--- config.mk ---
export PLATFORM = sky130hd
export DESIGN_NAME = adc_scan_scheduler
export DESIGN_NICKNAME = d
export VERILOG_FILES = /design/src/rtl/adc_scan_pkg.sv /design/src/rtl/adc_result_file.sv /design/src/rtl/adc_scan_scheduler.sv
export SDC_FILE = /design/constraint.sdc
export NUM_CORES = 1
export LEC_CHECK = 0
export CORE_UTILIZATION = 61
export CTS_CLUSTER_SIZE = 14
export DETAILED_ROUTE_END_ITERATION = 10
export GPL_TIMING_DRIVEN = 0
export PLACE_DENSITY = 0.85
export SLEW_MARGIN = 20
export SYNTH_ARGS = -nofsm -noshare
export SYNTH_HDL_FRONTEND = slang
export SYNTH_SLANG_ARGS = --single-unit
--- constraint.sdc ---
create_clock -name clock -period 5.9 [get_ports clock]
set_clock_uncertainty 0.1 [all_clocks]
set_input_delay 1.18 -clock clock [delete_from_list [all_inputs] [get_ports clock]]
set_output_delay 1.18 -clock clock [all_outputs]
set_load 0.01 [all_outputs]
--- src/rtl/adc_scan_pkg.sv ---
// ============================================================
// adc_scan_pkg : shared types and helpers for the ADC scan scheduler
// Rev 1.0
// ============================================================
`default_nettype none

package adc_scan_pkg;

  localparam int NUM_CH = 8;
  localparam int CH_W   = 3;
  localparam int RES_W  = 8;

  typedef enum logic [2:0] {
    IDLE      = 3'd0,
    REQ       = 3'd1,
    WAIT_DONE = 3'd2,
    STORE     = 3'd3,
    NEXT      = 3'd4,
    HOLD      = 3'd5
  } scan_state_e;

  // Lowest set mask bit at or above 'from'; MSB of the result flags a hit.
  function automatic logic [CH_W:0] find_ch(input logic [NUM_CH-1:0] mask,
                                            input logic [CH_W:0]     from);
    logic [CH_W:0] res;
    res = '0;
    for (int i = NUM_CH - 1; i >= 0; i--) begin
      if (mask[i] && (i >= int'(from))) res = {1'b1, CH_W'(i)};
    end
    return res;
  endfunction

endpackage

`default_nettype wire

--- src/rtl/adc_result_file.sv ---
// ============================================================
// adc_result_file : per-channel result registers with valid bits,
// one write port and one registered read port (read-before-write)
// Rev 1.0
// ============================================================
`default_nettype none

module adc_result_file
  import adc_scan_pkg::*;
(
  input  logic             clock,
  input  logic             reset,
  input  logic             wr_en,
  input  logic [CH_W-1:0]  wr_addr,
  input  logic [RES_W-1:0] wr_data,
  input  logic [CH_W-1:0]  rd_addr,
  output logic [RES_W-1:0] rd_data,
  output logic             rd_valid
);

  logic [RES_W-1:0]  data_q [NUM_CH];
  logic [RES_W-1:0]  data_d [NUM_CH];
  logic [NUM_CH-1:0] valid_q, valid_d;
  logic [RES_W-1:0]  rd_data_q, rd_data_d;
  logic              rd_valid_q, rd_valid_d;

  always_comb begin
    data_d  = data_q;
    valid_d = valid_q;
    if (wr_en) begin
      data_d[wr_addr]  = wr_data;
      valid_d[wr_addr] = 1'b1;
    end
    rd_data_d  = data_q[rd_addr];
    rd_valid_d = valid_q[rd_addr];
  end

  always_ff @(posedge clock) begin
    if (!reset) begin
      data_q     <= '{default: '0};
      valid_q    <= '0;
      rd_data_q  <= '0;
      rd_valid_q <= 1'b0;
    end else begin
      data_q     <= data_d;
      valid_q    <= valid_d;
      rd_data_q  <= rd_data_d;
      rd_valid_q <= rd_valid_d;
    end
  end

  assign rd_data  = rd_data_q;
  assign rd_valid = rd_valid_q;

endmodule

`default_nettype wire

--- src/rtl/adc_scan_scheduler.sv ---
// ============================================================
// adc_scan_scheduler : walks an enabled-channel mask, issues ADC
// conversions over req/done and repeats the scan on a period
// Rev 1.0
// ============================================================
`default_nettype none

module adc_scan_scheduler
  import adc_scan_pkg::*;
#(
  parameter int PERIOD_W = 16,
  parameter int TIMEOUT  = 1024
) (
  input  logic                clock,
  input  logic                reset,
  input  logic                scan_en,
  input  logic [NUM_CH-1:0]   ch_enable,
  input  logic [PERIOD_W-1:0] scan_period,
  output logic                conv_req,
  output logic [CH_W-1:0]     conv_addr,
  input  logic                conv_done,
  input  logic [RES_W-1:0]    conv_data,
  output logic                sample_valid,
  output logic [CH_W-1:0]     sample_ch,
  output logic [RES_W-1:0]    sample_data,
  output logic                scan_done,
  output logic                busy,
  input  logic [CH_W-1:0]     rd_addr,
  output logic [RES_W-1:0]    rd_data,
  output logic                rd_valid,
  input  logic                err_clr,
  output logic                err_timeout,
  output logic [CH_W-1:0]     err_ch
);

  localparam int TO_W = (TIMEOUT > 1) ? $clog2(TIMEOUT) : 1;

  scan_state_e         state_q, state_d;
  logic [NUM_CH-1:0]   mask_q, mask_d;
  logic [CH_W-1:0]     cur_ch_q, cur_ch_d;
  logic [CH_W-1:0]     next_ch_q, next_ch_d;
  logic                next_vld_q, next_vld_d;
  logic [PERIOD_W-1:0] period_q, period_d;
  logic [TO_W-1:0]     timer_q, timer_d;
  logic                conv_req_q, conv_req_d;
  logic [CH_W-1:0]     conv_addr_q, conv_addr_d;
  logic                sample_valid_q, sample_valid_d;
  logic [CH_W-1:0]     sample_ch_q, sample_ch_d;
  logic [RES_W-1:0]    sample_data_q, sample_data_d;
  logic                scan_done_q, scan_done_d;
  logic                busy_q, busy_d;
  logic                err_timeout_q, err_timeout_d;
  logic [CH_W-1:0]     err_ch_q, err_ch_d;

  logic [CH_W:0]       first_ch;
  logic [CH_W:0]       lookahead;
  logic                start_scan;
  logic                timeout_hit;

  assign first_ch  = find_ch(ch_enable, '0);
  assign lookahead = find_ch(mask_q, {1'b0, cur_ch_q} + (CH_W+1)'(1));

  always_comb begin
    state_d        = state_q;
    mask_d         = mask_q;
    cur_ch_d       = cur_ch_q;
    next_ch_d      = next_ch_q;
    next_vld_d     = next_vld_q;
    period_d       = (period_q != '0) ? period_q - PERIOD_W'(1) : '0;
    timer_d        = timer_q;
    sample_valid_d = 1'b0;
    sample_ch_d    = sample_ch_q;
    sample_data_d  = sample_data_q;
    scan_done_d    = 1'b0;
    err_timeout_d  = err_timeout_q;
    err_ch_d       = err_ch_q;
    start_scan     = 1'b0;
    timeout_hit    = 1'b0;

    case (state_q)
      IDLE: start_scan = scan_en && first_ch[CH_W];
      REQ: begin
        state_d = WAIT_DONE;
        timer_d = '0;
      end
      // The following channel is resolved here so scan_done can coincide
      // with the last sample_valid.
      WAIT_DONE: begin
        if (conv_done) begin
          state_d        = STORE;
          sample_valid_d = 1'b1;
          sample_ch_d    = cur_ch_q;
          sample_data_d  = conv_data;
          next_ch_d      = lookahead[CH_W-1:0];
          next_vld_d     = lookahead[CH_W];
          scan_done_d    = !lookahead[CH_W];
        end else if (timer_q == TO_W'(TIMEOUT - 1)) begin
          timeout_hit = 1'b1;
          state_d     = NEXT;
          next_ch_d   = lookahead[CH_W-1:0];
          next_vld_d  = lookahead[CH_W];
          scan_done_d = !lookahead[CH_W];
        end else begin
          timer_d = timer_q + TO_W'(1);
        end
      end
      STORE, NEXT: begin
        if (next_vld_q) begin
          state_d  = REQ;
          cur_ch_d = next_ch_q;
        end else begin
          state_d = HOLD;
        end
      end
      HOLD: begin
        if (period_q <= PERIOD_W'(1)) begin
          if (scan_en && first_ch[CH_W]) start_scan = 1'b1;
          else                           state_d    = IDLE;
        end
      end
      default: state_d = IDLE;
    endcase

    if (start_scan) begin
      state_d  = REQ;
      mask_d   = ch_enable;
      cur_ch_d = first_ch[CH_W-1:0];
      period_d = scan_period;
    end

    // A timeout arriving with err_clr keeps the flag set.
    if (timeout_hit) begin
      err_timeout_d = 1'b1;
      if (!err_timeout_q) err_ch_d = cur_ch_q;
    end else if (err_clr) begin
      err_timeout_d = 1'b0;
    end

    conv_req_d  = (state_d == REQ) || (state_d == WAIT_DONE);
    conv_addr_d = cur_ch_d;
    busy_d      = conv_req_d || (state_d == STORE) || (state_d == NEXT);
  end

  always_ff @(posedge clock) begin
    if (!reset) begin
      state_q        <= IDLE;
      mask_q         <= '0;
      cur_ch_q       <= '0;
      next_ch_q      <= '0;
      next_vld_q     <= 1'b0;
      period_q       <= '0;
      timer_q        <= '0;
      conv_req_q     <= 1'b0;
      conv_addr_q    <= '0;
      sample_valid_q <= 1'b0;
      sample_ch_q    <= '0;
      sample_data_q  <= '0;
      scan_done_q    <= 1'b0;
      busy_q         <= 1'b0;
      err_timeout_q  <= 1'b0;
      err_ch_q       <= '0;
    end else begin
      state_q        <= state_d;
      mask_q         <= mask_d;
      cur_ch_q       <= cur_ch_d;
      next_ch_q      <= next_ch_d;
      next_vld_q     <= next_vld_d;
      period_q       <= period_d;
      timer_q        <= timer_d;
      conv_req_q     <= conv_req_d;
      conv_addr_q    <= conv_addr_d;
      sample_valid_q <= sample_valid_d;
      sample_ch_q    <= sample_ch_d;
      sample_data_q  <= sample_data_d;
      scan_done_q    <= scan_done_d;
      busy_q         <= busy_d;
      err_timeout_q  <= err_timeout_d;
      err_ch_q       <= err_ch_d;
    end
  end

  adc_result_file u_result_file (
    .clock    (clock),
    .reset    (reset),
    .wr_en    (state_q == STORE),
    .wr_addr  (sample_ch_q),
    .wr_data  (sample_data_q),
    .rd_addr  (rd_addr),
    .rd_data  (rd_data),
    .rd_valid (rd_valid)
  );

  assign conv_req     = conv_req_q;
  assign conv_addr    = conv_addr_q;
  assign sample_valid = sample_valid_q;
  assign sample_ch    = sample_ch_q;
  assign sample_data  = sample_data_q;
  assign scan_done    = scan_done_q;
  assign busy         = busy_q;
  assign err_timeout  = err_timeout_q;
  assign err_ch       = err_ch_q;

endmodule

`default_nettype wire

Yosys cells after proc, flatten, opt, wreduce, memory -nomap -nowiden
Index checks and enable logic that the tools add are counted.
{ "op_classes": {"add_sub_neg": 3, "order_cmp": 15, "eq_ne": 12, "muxes": 56, "bitwise": 4, "reduce_logical": 29} }
{ "ops": {"columns": ["cell", "n"], "rows": [
  ["$bwmux W64", 1],
  ["$mux W4", 16],
  ["$mux W3", 11],
  ["$mux W16", 2],
  ["$bmux W8 S3", 1],
  ["$demux W8 S3", 1],
  ["$mux W8", 3],
  ["$mux W10", 2],
  ["$pmux W10 S2", 1],
  ["$ge A3 B4 Y1 const A", 4],
  ["$le A16 B1 Y1 const B", 1],
  ["$reduce_bool A16 Y1", 1],
  ["$sub A16 B1 Y16 const B", 1],
  ["$pmux W3 S5", 1],
  ["$mux W1", 14],
  ["$eq A3 B2 Y1 const B", 4],
  ["$logic_and A1 B1 Y1", 11],
  ["$add A10 B1 Y10 const B", 1],
  ["$eq A10 B10 Y1 const B", 1],
  ["$reduce_and A2 Y1", 5],
  ["$reduce_bool A2 Y1", 5],
  ["$eq A3 B3 Y1 const B", 3],
  ["$ge A1 B4 Y1 const A", 2],
  ["$ge A2 B4 Y1 const A", 2],
  ["other kinds (18)", 25]
]} }
{ "word_totals": {"ff_bits": 144, "in_bits": 40, "out_inout_bits": 31, "elab_cells": 145} }

Logic depth before layout (Yosys ltp)
{ "depth": {"ltp_word": 17, "depth_mapped": 9, "ltp_nobuf": 7} }

Modules after synthesis
A second synthesis with hierarchy kept.
{ "hier_totals": {"hier_cells": 743, "area_unflattened_um2": 6732.7} }
{ "by_module_without_submodules": {"columns": ["module", "instances", "cells_each", "area_each_um2", "seq_area_each_um2"], "rows": [
  ["adc_result_file", 1, 348, 3408.3, 1621.6],
  ["adc_scan_scheduler", 1, 395, 3324.4, 1261.2]
]} }

Worst setup path before layout
OpenSTA, ideal clock, no wires.
{ "synth_path": {"path_type": "input-to-reg", "from": "input ch_enable[7]", "to": "register period_q[10]", "setup_time_ps": 87, "arrival_ps": 2712, "required_ps": 5713, "slack_ps": 3001, "stages": 7, "path_buffers": 2, "cell_sequence": "or4_1 o21ai_2 nor2_1 and2_1 buf_6 buf_12 o31ai_1"} }
{ "synth_via": {"elab_chain_len": 13} }
{ "synth_rtl": {"columns": ["element", "line_no", "source"], "rows": [
  ["start: declaration", "adc_scan_scheduler.sv:17", "input logic [NUM_CH-1:0] ch_enable,"],
  ["$mux W4 * (8 in a row)", "adc_scan_pkg.sv:28", "if (mask[i] && (i >= int'(from))) res = {1'b1, CH_W'(i)};"],
  ["$logic_and A1 B1 Y1 *", "adc_scan_scheduler.sv:81, adc_scan_scheduler.sv:117", null],
  ["$mux W1", "adc_scan_scheduler.sv:117", "if (scan_en && first_ch[CH_W]) start_scan = 1'b1;"],
  ["$mux W1", "adc_scan_scheduler.sv:116", "if (period_q <= PERIOD_W'(1)) begin"],
  ["$pmux W1 S2 *", "adc_scan_scheduler.sv:80", "case (state_q)"],
  ["$mux W16 *", "adc_scan_scheduler.sv:124", "if (start_scan) begin"],
  ["end signal: assignment", "adc_scan_scheduler.sv:168", "period_q <= period_d;"],
  ["end: declaration", "adc_scan_scheduler.sv:43", "logic [PERIOD_W-1:0] period_q, period_d;"]
]} }
Every way passes the cells marked *; elsewhere a longest branch is shown, timed or not.
A chain may end at the register's enable or synchronous reset.

Final worst setup path
{ "layout_path": {"from": "input conv_done", "to": "register busy_q (netlist: busy)"} }
{ "layout_via": {"elab_chain_len": 7, "word_cells_on_any_way": 10, "cone_classes": "eq/ne (4); mux (3); reduce/logical (3)"} }
{ "layout_rtl": {"columns": ["element", "line_no", "source"], "rows": [
  ["start: declaration", "adc_scan_scheduler.sv:21", "input logic conv_done,"],
  ["$mux W3 *", "adc_scan_scheduler.sv:89", "if (conv_done) begin"],
  ["$pmux W3 S5 *", "adc_scan_scheduler.sv:80", null],
  ["$mux W3 *", "adc_scan_scheduler.sv:124", null],
  ["$eq A3 B1 Y1 or $eq A3 B2 Y1 (tied branches)", "adc_scan_scheduler.sv:139", "conv_req_d = (state_d == REQ) || (state_d == WAIT_DONE);"],
  ["$logic_or A1 B1 Y1", "adc_scan_scheduler.sv:139", null],
  ["$logic_or A1 B1 Y1", "adc_scan_scheduler.sv:141", "busy_d = conv_req_d || (state_d == STORE) || (state_d == NEXT);"],
  ["$logic_or A1 B1 Y1 *", "adc_scan_scheduler.sv:141", null],
  ["end signal: assignment", "adc_scan_scheduler.sv:176", "busy_q <= busy_d;"],
  ["end: declaration", "adc_scan_scheduler.sv:51", "logic busy_q, busy_d;"]
]} }
Marks and branches as above.

==> reports/qor.yml <==
outcome:
  status: "finished clean"
logic_synthesis:
  ys_types: 66
  yosysSeqAreaShare_pct: 43.28
  synth_seq_cells: 144
  async_flop_share_pct: 0
  synth_flop_cell: "dfxtp_1"
  syn_area_um2: 6661
  synth_edf_count: 0
  yosys_warnings: 0
  synth_cells: 711
  synthesis.nets: 759
  avgSynthCellArea_um2: 9.369
timing:
  fin_hold_ws_ns: 0.3458
  min_period_over_period_pct: 54.10
  fmax_ghz: 0.3133
  period_minus_slack_ns: 3.192
  slew_violations: 0
  setup_viol: 0
  tns_ns: 0
  rsz0062_at_grt: "no"
  hold_viol_final: 0
  relSlewSlack_pct: 40.97
  tightest_slew_ns: 0.8855
pwr:
  p_sw_uw: 760.0
  ir_drop_v: 0.0002000
  p_per_area_nw_per_um2: 325.0
  pwr-share-comb_pct: 19.5
  p_leak_nw: 3.066
  seq_power_share_pct: 41.1
  p_sw_share_pct: 28.95
  clockPowerShare_pct: 39.4
  p_int_mw: 1.865
grt:
  grt.total_usage_pct: 32.83
  grt_start_max_net_pins: 17
  antenna_found_initial: 0
  grt_pass1_wl_um: 28740
  grt_pass1_vias: 5865
  overflow: 0
final_layout:
  multi_input_area_um2: 3471
  fin_nets: 845
  final_area_um2: 8078
  seq_area_um2: 2883
  fillCellCount: 694
  synthToLayoutAreaGrowth_pct: 21.26
  diodes: 0
  drive_above_1_share_pct: 10.01
worst_hold_path:
  min_path_type: "flip-flop to flip-flop"
routing:
  antenna_left: 0
  avgViaCountPerCell: 6.255
  drc: 0
  drtIter0Drc: 466
  dr.pass1.iters: 5
  avgRoutedWirePerCell_um: 18.94
  num_vias: 5911
  drt_wl_total_um: 17900
placement:
  hpwlAfterDp_um: 11990
  place_area_um2: 7502
  port_buffers: 67
  place_congestion: 0.9117
clock_network:
  cts_resized: 0
  clk_latency_ns: 0.53
  cts_tree: "yes"
  cts_buffers: 17
  cts_sinks: 144
  h-tree-depth: 4
  postCtsSetupBuffers: 0
  root_buffer: "clkbuf_8"
  clockBufferDepth: 2
  clk_pin_slew_worst_paths_ns: 0.06
  cts_hold_buf: 0
critical_path:
  cp.required_ns: 6.19
  cp_data_arrival_time_ns: 3.48
  cp-end-kind: "flip-flop"
  worst_setup_path_start_kind: "primary input"
  critPathKind: "primary input to flip-flop"
  crit_fanout: 8
die:
  rows: 37
  die_h_um: 106.5
  core-area_um2: 10460
  initial_core_util_pct: 63.67
  die_area_um2: 11340
  die_w_um: 106.5
  io_pins: 71
flow_run:
  maxCapViolations: 0
[area by class of cell]
cell class / instances / area share (%)
well taps: 136 / 2.107
repair buffers: 67 / 8.302
clock inverters: 7 / 0.9294
clock buffers: 24 / 6.196
multi-input cells: 497 / 42.97
plain buffers: 54 / 3.067
flip-flops and latches: 144 / 35.69
inverters: 16 / 0.7435
[synthesized netlist by cell type (8+ instances only)]
cell | instances | share of area [%]
dfxtp_1 | 144 | 43
nor2_1 | 111 | 6.3
mux2i_1 | 81 | 12
nand2_1 | 51 | 2.9
clkbuf_1 | 37 | 2.1
a21oi_1 | 35 | 2.6
nand4_1 | 23 | 2.2
mux4_2 | 18 | 6.1
o21ai_0 | 18 | 1.4
inv_1 | 15 | 0.85
o31ai_1 | 14 | 1.6
nand3_1 | 12 | 0.90
xnor2_1 | 12 | 1.6
buf_2 | 11 | 0.83
nor4_1 | 11 | 1.0
ha_1 | 8 | 1.5
nor3_1 | 8 | 0.60
or3_1 | 8 | 0.75
[stage by stage]
stage | cells | power (mW) | setup slack (ns) | util [%]
finish | 945 | 2.625 | 2.708 | 77.21
global route | 945 | 2.711 | 2.583 | 77.21
CTS | 945 | 2.611 | 2.775 | 77.21
floorplan | 711 | 1.446 | 3.001 | -
detailed placement | 914 | 1.590 | 2.217 | 71.71
global placement | 914 | 1.567 | 2.280 | 71.71
[power groups by stage]
| stage | Sequential (mW) | Clock, mW | Combinational, mW |
|---|---|---|---|
| floorplan | 1.09 | 0 | 0.358 |
| global placement | 1.09 | 0 | 0.474 |
| detailed placement | 1.10 | 0 | 0.494 |
| CTS | 1.08 | 1.03 | 0.504 |
| global route | 1.09 | 1.07 | 0.551 |
| finish | 1.08 | 1.03 | 0.513 |
[path summary, 6_finish.rpt]
path | from | to | slack [ns] | depth (start not counted)
setup / recovery | conv_done | busy$_SDFF_PN0_ | 2.71 | 6
hold / removal | u_result_file.valid_q[2]$_SDFFE_PN0P_ | u_result_file.valid_q[2]$_SDFFE_PN0P_ | 0.35 | 2
setup reg to reg | state_q[1]$_SDFF_PN0_ | busy$_SDFF_PN0_ | 3.35 | 6
hold reg to reg | u_result_file.valid_q[2]$_SDFFE_PN0P_ | u_result_file.valid_q[2]$_SDFFE_PN0P_ | 0.35 | 2
[routing by layer]
| layer | vias to the layer above | share of wire, % | GRT usage, % |
|---|---|---|---|
| met5 | - | 0 | 0 |
| met4 | 0 | 2.8 | 13.50 |
| met3 | 48 | 7.7 | 6.009 |
| met2 | 314 | 49 | 56.54 |
| met1 | 2835 | 41 | 40.41 |
| li1 | 2714 | - | - |
[logic make-up after synthesis]
group,after synthesis,share of synthesized area [%]
flops,144,43.28
xor+xnor,16,2.104
mux,103,18.93
fa+ha+maj,8,1.503
compound gates,106,10.31
simple gates,264,19.25
buf+inv,70,4.620
[state kept, by name, summed over array words and instances, names as in the netlist, 3 cells and up]
| signal | flops |
|---|---|
| state_q | 3 |
| u_result_file.rd_data | 8 |
| sample_ch | 3 |
| mask_q | 8 |
| conv_addr | 3 |
| period_q | 16 |
| timer_q | 10 |
| next_ch_q | 3 |
| err_ch | 3 |
| u_result_file.valid_q | 8 |
| u_result_file.data_q | 64 |
| sample_data | 8 |
[critical path, cell delays in order]
cell and delay, ns:
clkdlybuf4s50_1 0.56, or4b_2 0.74, nor4_1 0.54, o22ai_1 0.21, nand2_1 0.17, o31ai_1 0.09
[layout by cell type (no fill, tap or decap), drive strengths merged, types with 18 or more instances in the layout]
cell type and n:
clkdlybuf4s50 67, mux4 18, nor2 113, mux2i 81
o21ai 19, a21oi 35, nand4 23, clkbuf 61
nand2 51, dfxtp 144
Note: power is estimated with default switching activity, not from simulation.
